## config.mk

```make
export PLATFORM = sky130hd
export DESIGN_NAME = seq_divider
export DESIGN_NICKNAME = d
export VERILOG_FILES = /design/src/rtl/seq_divider_pkg.sv /design/src/rtl/seq_divider_div_step.sv /design/src/rtl/seq_divider.sv
export SDC_FILE = /design/constraint.sdc
export NUM_CORES = 1
export LEC_CHECK = 0
export ABC_AREA = 1
export CAP_MARGIN = 20
export CORE_MARGIN = 8
export CORE_UTILIZATION = 53
export CTS_BUF_LIST = sky130_fd_sc_hd__clkbuf_16
export CTS_CLUSTER_DIAMETER = 80
export CTS_CLUSTER_SIZE = 25
export DETAILED_ROUTE_END_ITERATION = 7
export HOLD_SLACK_MARGIN = 0.06
export PLACE_DENSITY = 0.93
export REMOVE_ABC_BUFFERS = 1
export SYNTH_ARGS = -nofsm -noshare
export SYNTH_HDL_FRONTEND = slang
export SYNTH_HIERARCHICAL = 1
export SYNTH_SLANG_ARGS = --single-unit
```

## constraint.sdc

```tcl
create_clock -name clk -period 3.15 [get_ports clk]
set_clock_uncertainty 0.2 [all_clocks]
set_input_delay 0.4725 -clock clk [delete_from_list [all_inputs] [get_ports clk]]
set_output_delay 0.4725 -clock clk [all_outputs]
set_load 0.02 [all_outputs]
```

## src/rtl/seq_divider_pkg.sv

```systemverilog
// ============================================================================
// Module      : seq_divider_pkg
// Description : Shared state encoding, default width and counter sizing for
//               the sequential restoring divider.
// Revision    : 1.0 - initial release
// ============================================================================
`default_nettype none

package seq_divider_pkg;

  localparam int c_DEFAULT_W = 3;

  typedef enum logic [1:0] {
    ST_IDLE = 2'd0,
    ST_RUN  = 2'd1,
    ST_DONE = 2'd2
  } state_e;

  // Step counter must hold the value W.
  function automatic int cnt_width(input int w);
    return $clog2(w + 1);
  endfunction

endpackage

`default_nettype wire

```

## src/rtl/seq_divider_div_step.sv

```systemverilog
// ============================================================================
// Module      : div_step
// Description : One combinational restoring-division step: shift in the next
//               dividend bit, trial-subtract the divisor, keep or restore.
// Revision    : 1.0 - initial release
// ============================================================================
`default_nettype none

module div_step #(
  parameter int W = 3
) (
  input  logic [W:0]   rem_i,
  input  logic         bit_i,
  input  logic [W-1:0] b_i,
  output logic [W:0]   rem_o,
  output logic         qbit_o
);

  logic [W:0] w_shifted;
  logic [W:0] w_trial;

  assign w_shifted = {rem_i[W-1:0], bit_i};
  assign w_trial   = w_shifted - {1'b0, b_i};
  assign qbit_o    = ~w_trial[W];
  assign rem_o     = qbit_o ? w_trial : w_shifted;

endmodule

`default_nettype wire

```

## src/rtl/seq_divider.sv

```systemverilog
// ============================================================================
// Module      : seq_divider
// Description : Sequential unsigned restoring divider, one quotient bit per
//               clock, valid/ready on both operand and result sides.
//               Optional macro SEQ_DIVIDER_DBZ_EN adds the dbz port and a
//               one-cycle divide-by-zero shortcut.
// Revision    : 1.0 - initial release
// ============================================================================
`default_nettype none

module seq_divider
  import seq_divider_pkg::*;
#(
  parameter int W = c_DEFAULT_W
) (
  input  logic         clk,
  input  logic         rst,
  input  logic         in_valid,
  output logic         in_ready,
  input  logic [W-1:0] a,
  input  logic [W-1:0] b,
  output logic         out_valid,
  input  logic         out_ready,
  output logic [W-1:0] q,
  output logic [W-1:0] r
`ifdef SEQ_DIVIDER_DBZ_EN
  ,
  output logic         dbz
`endif
);

  localparam int CW = cnt_width(W);

  state_e       state_q, state_d;
  logic [W-1:0] dvd_q, dvd_d;
  logic [W-1:0] div_q, div_d;
  logic [W-1:0] quo_q, quo_d;
  logic [W:0]   rem_q, rem_d;
  logic [CW-1:0] cnt_q, cnt_d;
`ifdef SEQ_DIVIDER_DBZ_EN
  logic         dbz_q, dbz_d;
`endif

  logic [W:0]   w_step_rem;
  logic         w_step_qbit;

  div_step #(.W(W)) u_step (
    .rem_i  (rem_q),
    .bit_i  (dvd_q[W-1]),
    .b_i    (div_q),
    .rem_o  (w_step_rem),
    .qbit_o (w_step_qbit)
  );

  always_ff @(posedge clk or posedge rst) begin
    if (rst) begin
      state_q <= ST_IDLE;
      dvd_q   <= '0;
      div_q   <= '0;
      quo_q   <= '0;
      rem_q   <= '0;
      cnt_q   <= '0;
`ifdef SEQ_DIVIDER_DBZ_EN
      dbz_q   <= 1'b0;
`endif
    end else begin
      state_q <= state_d;
      dvd_q   <= dvd_d;
      div_q   <= div_d;
      quo_q   <= quo_d;
      rem_q   <= rem_d;
      cnt_q   <= cnt_d;
`ifdef SEQ_DIVIDER_DBZ_EN
      dbz_q   <= dbz_d;
`endif
    end
  end

  always_comb begin
    state_d = state_q;
    dvd_d   = dvd_q;
    div_d   = div_q;
    quo_d   = quo_q;
    rem_d   = rem_q;
    cnt_d   = cnt_q;
`ifdef SEQ_DIVIDER_DBZ_EN
    dbz_d   = dbz_q;
`endif
    unique case (state_q)
      ST_IDLE: begin
        if (in_valid) begin
          dvd_d   = a;
          div_d   = b;
          rem_d   = '0;
          quo_d   = '0;
          cnt_d   = '0;
          state_d = ST_RUN;
`ifdef SEQ_DIVIDER_DBZ_EN
          // Zero divisor skips the steps but yields the same q/r they would.
          if (b == '0) begin
            quo_d   = '1;
            rem_d   = {1'b0, a};
            dbz_d   = 1'b1;
            state_d = ST_DONE;
          end
`endif
        end
      end
      ST_RUN: begin
        dvd_d = {dvd_q[W-2:0], 1'b0};
        rem_d = w_step_rem;
        quo_d = {quo_q[W-2:0], w_step_qbit};
        cnt_d = cnt_q + CW'(1);
        if (cnt_q == CW'(W - 1)) begin
          state_d = ST_DONE;
        end
      end
      ST_DONE: begin
        if (out_ready) begin
          state_d = ST_IDLE;
`ifdef SEQ_DIVIDER_DBZ_EN
          dbz_d   = 1'b0;
`endif
        end
      end
      default: state_d = ST_IDLE;
    endcase
  end

  // The remainder always ends below the divisor, so its top bit is never
  // part of the result.
  logic unused_rem_msb;
  assign unused_rem_msb = rem_q[W];

  assign in_ready  = (state_q == ST_IDLE);
  assign out_valid = (state_q == ST_DONE);
  assign q         = quo_q;
  assign r         = rem_q[W-1:0];
`ifdef SEQ_DIVIDER_DBZ_EN
  assign dbz       = dbz_q;
`endif

endmodule

`default_nettype wire

```

==> summary.md, run 1 <==
| Metric | Value |
|---|---|
| Hold Buf Count CTS | 0 |
| Post-route DRC | 0 |
| Final period utilization | 74.3% |
| Net Sw Frac | 42.5% |
| IO Pins | 18 |
| Slew margin rel. | 60.5% |
| Share of layout cells above drive strength 1 | 5.00% |
| Die Ht | 56.5 µm |
| Max Buffers Root-to-Sink | 2 |
| PwrDens | 1150 nW/µm² |
| Slew Viols, Final | 0 |
| Cells after Synth | 106 |
| Least-Margin Pin Slew | 0.592 ns |
| WL final | 1850 µm |
| Port bufs | 17 |
| Largest net degree at the start of global routing | 17 |
| Grt ovf | 0 |
| First-pass GRT wire length | 3240 µm |
| LEAKAGE | 0.573 nW |
| Critical Path End Type | output pin |
| Worst-path fanout max | 14 |
| Combinational power share | 49.4% |
| Crit path DAT | 1.67 ns |
| Clock-pin slew on the worst setup and hold paths | 0.05 ns |
| Core ar. | 1520 µm² |
| Initial Util | 57.0% |
| Area growth, synth to finish | 25.2% |
| CTS resizes | 0 |
| Die ar. | 3190 µm² |
| Unrepaired setup endpoints after global routing | false |
| Tmin final | 2.34 ns |
| Tot GR Track Use | 12.5% |
| Maxcap violations | 0 |
| Final WS setup | 0.809 ns |
| Root Buffer | clkbuf_16 |
| Postcts setup bufs | 0 |
| Dpl ws | 1.09 ns |
| Clock power frac | 19.4% |
| Drt pass-1 iters | 4 |
| Outcome | finished clean |
| Final Hold Fails | 0 |
| Gpl congestion | 0.757 |
| Detailed router's first-iteration violation count | 20 |
| Cell area after synthesis | 868 µm² |
| Total number of vias | 731 |
| CP Launch Type | flop |
| # nets final | 138 |
| CTS H-tree depth | 1 |
| YS warnings | 6 |
| Int Power | 717 µW |
| Detail Route Antenna Nets | 0 |
| Avg Synthesized Cell Area | 8.19 µm² |
| Part of the power in registers | 31.2% |
| TritonCTS clock tree | yes |
| Avg WL per Cell | 13.6 µm |
| Final TNS setup | 0 ns |
| Req. time, crit path | 2.48 ns |
| Row Count | 14 |
| N_diodes | 0 |
| Max Clock Freq | 427 MHz |
| Worst-Skew Late Latency | 0.25 ns |
| Number of global-route vias before repair | 758 |
| Total power | 1.25 mW |
| Initial antenna violation count | 0 |
| Vias per inst | 5.38 |
| Die width | 56.5 µm |
| Sw power | 531 µW |
| Kind of critical path | reg2out |
| Worst min path class | reg2reg |
| Num CTS Buffers | 3 |
| Worst ir drop on vdd | 0.626 mV |
| Final setup fails | 0 |
| HPWL Detailed | 1360 µm |
| Clk sinks | 16 |
-- cells in the final DEF (no fill, tap or decap), drive strengths merged --
cell type      count
clkbuf             3
fa                 1
a21oi              1
nand2             43
clkdlybuf4s50     17
o21ai              5
nand3             15
ha                 5
dfrtp             16
nor2               2
inv               11
o31ai              1
-- metrics by stage --
stage / utilization [%] / std cells / hold WS (ns) / area [µm²]
3_3_place_gp: 66.4 / 133 / 0.257 / 1010
4_1_cts: 71.3 / 136 / 0.276 / 1090
6_report: 71.3 / 136 / 0.272 / 1090
5_1_grt: 71.3 / 136 / 0.301 / 1090
3_5_place_dp: 66.4 / 133 / 0.266 / 1010
2_1_floorplan: - / 100 / 0.186 / 822
-- critical path: stages, from the launching register on --
cell and delay, ns:
dfrtp_1 0.55, nor2_4 0.24, clkdlybuf4s50_1 0.63
-- sequential cells by signal (all words and copies together) (netlist names) --
signal	count
cnt_q	2
div_q	3
dvd_q	3
q	3
rem_q	3
state_q	2
-- layer usage --
metal | part of all wire, % | GRT usage [%] | vias up | wire length (µm)
met2 | 46 | 20.8 | 24 | 861
li1 | - | - | 360 | -
met4 | 3.4 | 6.87 | 0 | 63
met1 | 43 | 12.6 | 342 | 795
met3 | 7.2 | 5.62 | 5 | 133
met5 | 0 | 0 | - | 0
-- path summary, 6_finish.rpt --
kind                             from          to  slack, ns  cells past startpoint
hold reg to reg                  q[2]        q[2]       0.27                      2
max in group asynchronous         rst    rem_q[2]       1.94                      2
min in group asynchronous         rst  state_q[0]       0.43                      2
setup reg to reg             rem_q[1]    rem_q[0]       1.14                      9
setup / recovery           state_q[0]    in_ready       0.81                      2
hold / removal                   q[2]        q[2]       0.27                      2
-- layout make-up --
| type | count | area (µm²) |
|---|---|---|
| tap | 16 | 20.0 |
| sequential | 16 | 400 |
| clock buffer | 3 | 75.1 |
| multi-input combinational | 73 | 380 |
| timing repair buffer | 17 | 170 |
| inverter | 11 | 41.3 |
| fill | 121 | 437 |
-- power groups by stage --
| stage | combinational, mW | sequential [mW] | clock [mW] |
|---|---|---|---|
| 2_1_floorplan | 0.396 | 0.406 | 0 |
| 6_report | 0.617 | 0.389 | 0.242 |
| 3_3_place_gp | 0.580 | 0.385 | 0 |
| 4_1_cts | 0.621 | 0.388 | 0.246 |
| 3_5_place_dp | 0.612 | 0.389 | 0 |
| 5_1_grt | 0.711 | 0.403 | 0.254 |
Power figures use the tool's default switching activity.
==> inputs of run 2 (changes only) <==
--- a/config.mk
+++ b/config.mk
@@ -8,13 +8,13 @@
 export ABC_AREA = 1
 export CAP_MARGIN = 20
 export CORE_MARGIN = 8
-export CORE_UTILIZATION = 53
+export CORE_UTILIZATION = 49
 export CTS_BUF_LIST = sky130_fd_sc_hd__clkbuf_16
 export CTS_CLUSTER_DIAMETER = 80
 export CTS_CLUSTER_SIZE = 25
 export DETAILED_ROUTE_END_ITERATION = 7
 export HOLD_SLACK_MARGIN = 0.06
-export PLACE_DENSITY = 0.93
+export PLACE_DENSITY = 0.87
 export REMOVE_ABC_BUFFERS = 1
 export SYNTH_ARGS = -nofsm -noshare
 export SYNTH_HDL_FRONTEND = slang
==> constraint.sdc (replaced) <==
create_clock -name clk -period 2.2 [get_ports clk]
set_clock_uncertainty 0.2 [all_clocks]
set_input_delay 0.33 -clock clk [delete_from_list [all_inputs] [get_ports clk]]
set_output_delay 0.33 -clock clk [all_outputs]
set_load 0.02 [all_outputs]
==> summary.md, run 2 (synthesized netlist as in run 1, its figures left out) <==
| Metric | Value |
|---|---|
| Outcome | finished clean |
| CTS resizes | 0 (unchanged) |
| Root Buffer | clkbuf_16 |
| Number of global-route vias before repair | 747 (-1.5%) |
| Placed cells | 137 (+3.0%) |
| Total power | 1.85 mW (+48%) |
| Gpl congestion | 0.857 (+13%) |
| Total number of vias | 736 (+0.68%) |
| Worst-path fanout max | 6 (-8) |
| Post-route DRC | 0 (unchanged) |
| Core ar. | 1690 µm² (+11%) |
| RR Startpoint | rem_q[1] |
| Final Util | 66.0% (-5.3 points) |
| # fillers | 145 (+20%) |
| Area growth, synth to finish | 28.4% |
| Die Ht | 58.1 µm (+2.9%) |
| Tmin final | 2.07 ns |
| CP Launch Type | flop |
| Tot GR Track Use | 12.2% (-0.27 points) |
| Worst min path class | in2async |
| Final period utilization | 94.1% |
| Grt ovf | 0 (unchanged) |
| HPWL Detailed | 1390 µm (+2.6%) |
| First-pass GRT wire length | 3180 µm (-1.9%) |
| Final setup fails | 0 (unchanged) |
| Kind of critical path | reg2out |
| Share of layout cells above drive strength 1 | 7.26% (+2.3 points) |
| Non-Filler Instances | 141 (+3.7%) |
| Worst R2R Path Depth | 9 (unchanged) |
| Max Buffers Root-to-Sink | 2 (unchanged) |
| Die ar. | 3380 µm² (+5.8%) |
| Port bufs | 17 (unchanged) |
| Avg WL per Cell | 13.4 µm (-1.8%) |
| Worst hold margin | 0.251 ns (-0.0214 ns) |
| Most common cell after layout, fill and taps aside | nand2_1 |
| Maxcap violations | 0 (unchanged) |
| Least-Margin Pin Slew | 0.599 ns (+0.00726 ns) |
| LEAKAGE | 0.588 nW (+2.7%) |
| Worst ir drop on vdd | 0.908 mV (+45%) |
| Initial antenna violation count | 0 (unchanged) |
| Detailed router's first-iteration violation count | 8 (-60%) |
| Max Clock Freq | 483 MHz |
| N_diodes | 0 (unchanged) |
| Row Count | 15 (+1) |
| Most frequent cells in the layout | nand2_1, clkdlybuf4s50_1, dfrtp_1 |
| Initial Util | 51.4% (-5.6 points) |
| Worst Setup SP | state_q[0] |
| Clock-pin slew on the worst setup and hold paths | 0.05 ns (about the same) |
| Hold Buf Count CTS | 0 (unchanged) |
| Critical Path End Type | output pin |
| Final Hold Fails | 0 (unchanged) |
| PwrDens | 1660 nW/µm² (+44%) |
| Design area | 1110 µm² (+2.5%) |
| Drt pass-1 iters | 5 (+1) |
| Final WS setup | 0.131 ns (-0.679 ns) |
| Crit path DAT | 1.54 ns (-0.13 ns) |
| Largest net degree at the start of global routing | 17 (unchanged) |
| Slew margin rel. | 60.0% (-0.48 points) |
| Post-Place Cell Area | 1040 µm² (+2.3%) |
| IO Pins | 18 (unchanged) |
| Postcts setup bufs | 0 (unchanged) |
| Detail Route Antenna Nets | 0 (unchanged) |
| TritonCTS clock tree | yes |
| Req. time, crit path | 1.67 ns (-0.81 ns) |
| Final TNS setup | 0 ns (unchanged) |
| # nets final | 141 (+2.2%) |
| Vias per inst | 5.22 (-2.9%) |
| Num CTS Buffers | 3 (unchanged) |
| Clk sinks | 16 (unchanged) |
| WL final | 1890 µm (+1.8%) |
| CTS H-tree depth | 1 (unchanged) |
| Worst-Skew Late Latency | 0.25 ns (about the same) |
| Unrepaired setup endpoints after global routing | false |
| Dpl ws | 0.215 ns (-0.874 ns) |
| Slew Viols, Final | 0 (unchanged) |
| Die width | 58.1 µm (+2.9%) |
[run 2: cell count changes in the layout (fill, tap and decap cells not counted), sizes merged]
cell / delta
buf: +3
clkinv: +1
[run 2: metal layers]
| metal | GRT usage [%] | wire [µm] | vias up | part of all wire, % |
|---|---|---|---|---|
| met2 | 20.5 | 937 | 35 | 50 |
| met1 | 13.4 | 814 | 329 | 43 |
| met5 | 0 | 0 | - | 0 |
| met3 | 3.09 | 85 | 7 | 4.5 |
| li1 | - | - | 365 | - |
| met4 | 7.69 | 49 | 0 | 2.6 |
[run 2: worst paths after layout]
| check | slack, ns | to |
|---|---|---|
| setup / recovery | 0.13 | in_ready |
| hold reg to reg | 0.27 | div_q[2] |
| setup reg to reg | 0.19 | rem_q[0] |
| max in group asynchronous | 1.16 | rem_q[1] |
| min in group clk | 0.27 | div_q[2] |
| hold / removal | 0.25 | dvd_q[1] |
[run 2: final cells by class]
type	count	area (µm²)	share of cell area (%)
flip-flops and latches	16	400	35.9
multi-input cells	73	380	34.1
repair buffers	20	193	17.3
well taps	17	21.3	1.91
clock inverters	1	3.75	0.337
inverters	11	41.3	3.70
clock buffers	3	75.1	6.73
[run 2: worst max-delay path, stage by stage, from the launching register on]
cell             delay, ns
dfrtp_1               0.46
nor2_4                0.20
clkdlybuf4s50_1       0.63
[run 2: report_power, final]
group          switching (mW)  total, mW  internal (mW)
clock network           0.116      0.358          0.241
registers               0.107      0.534          0.427
logic                   0.559      0.954          0.395
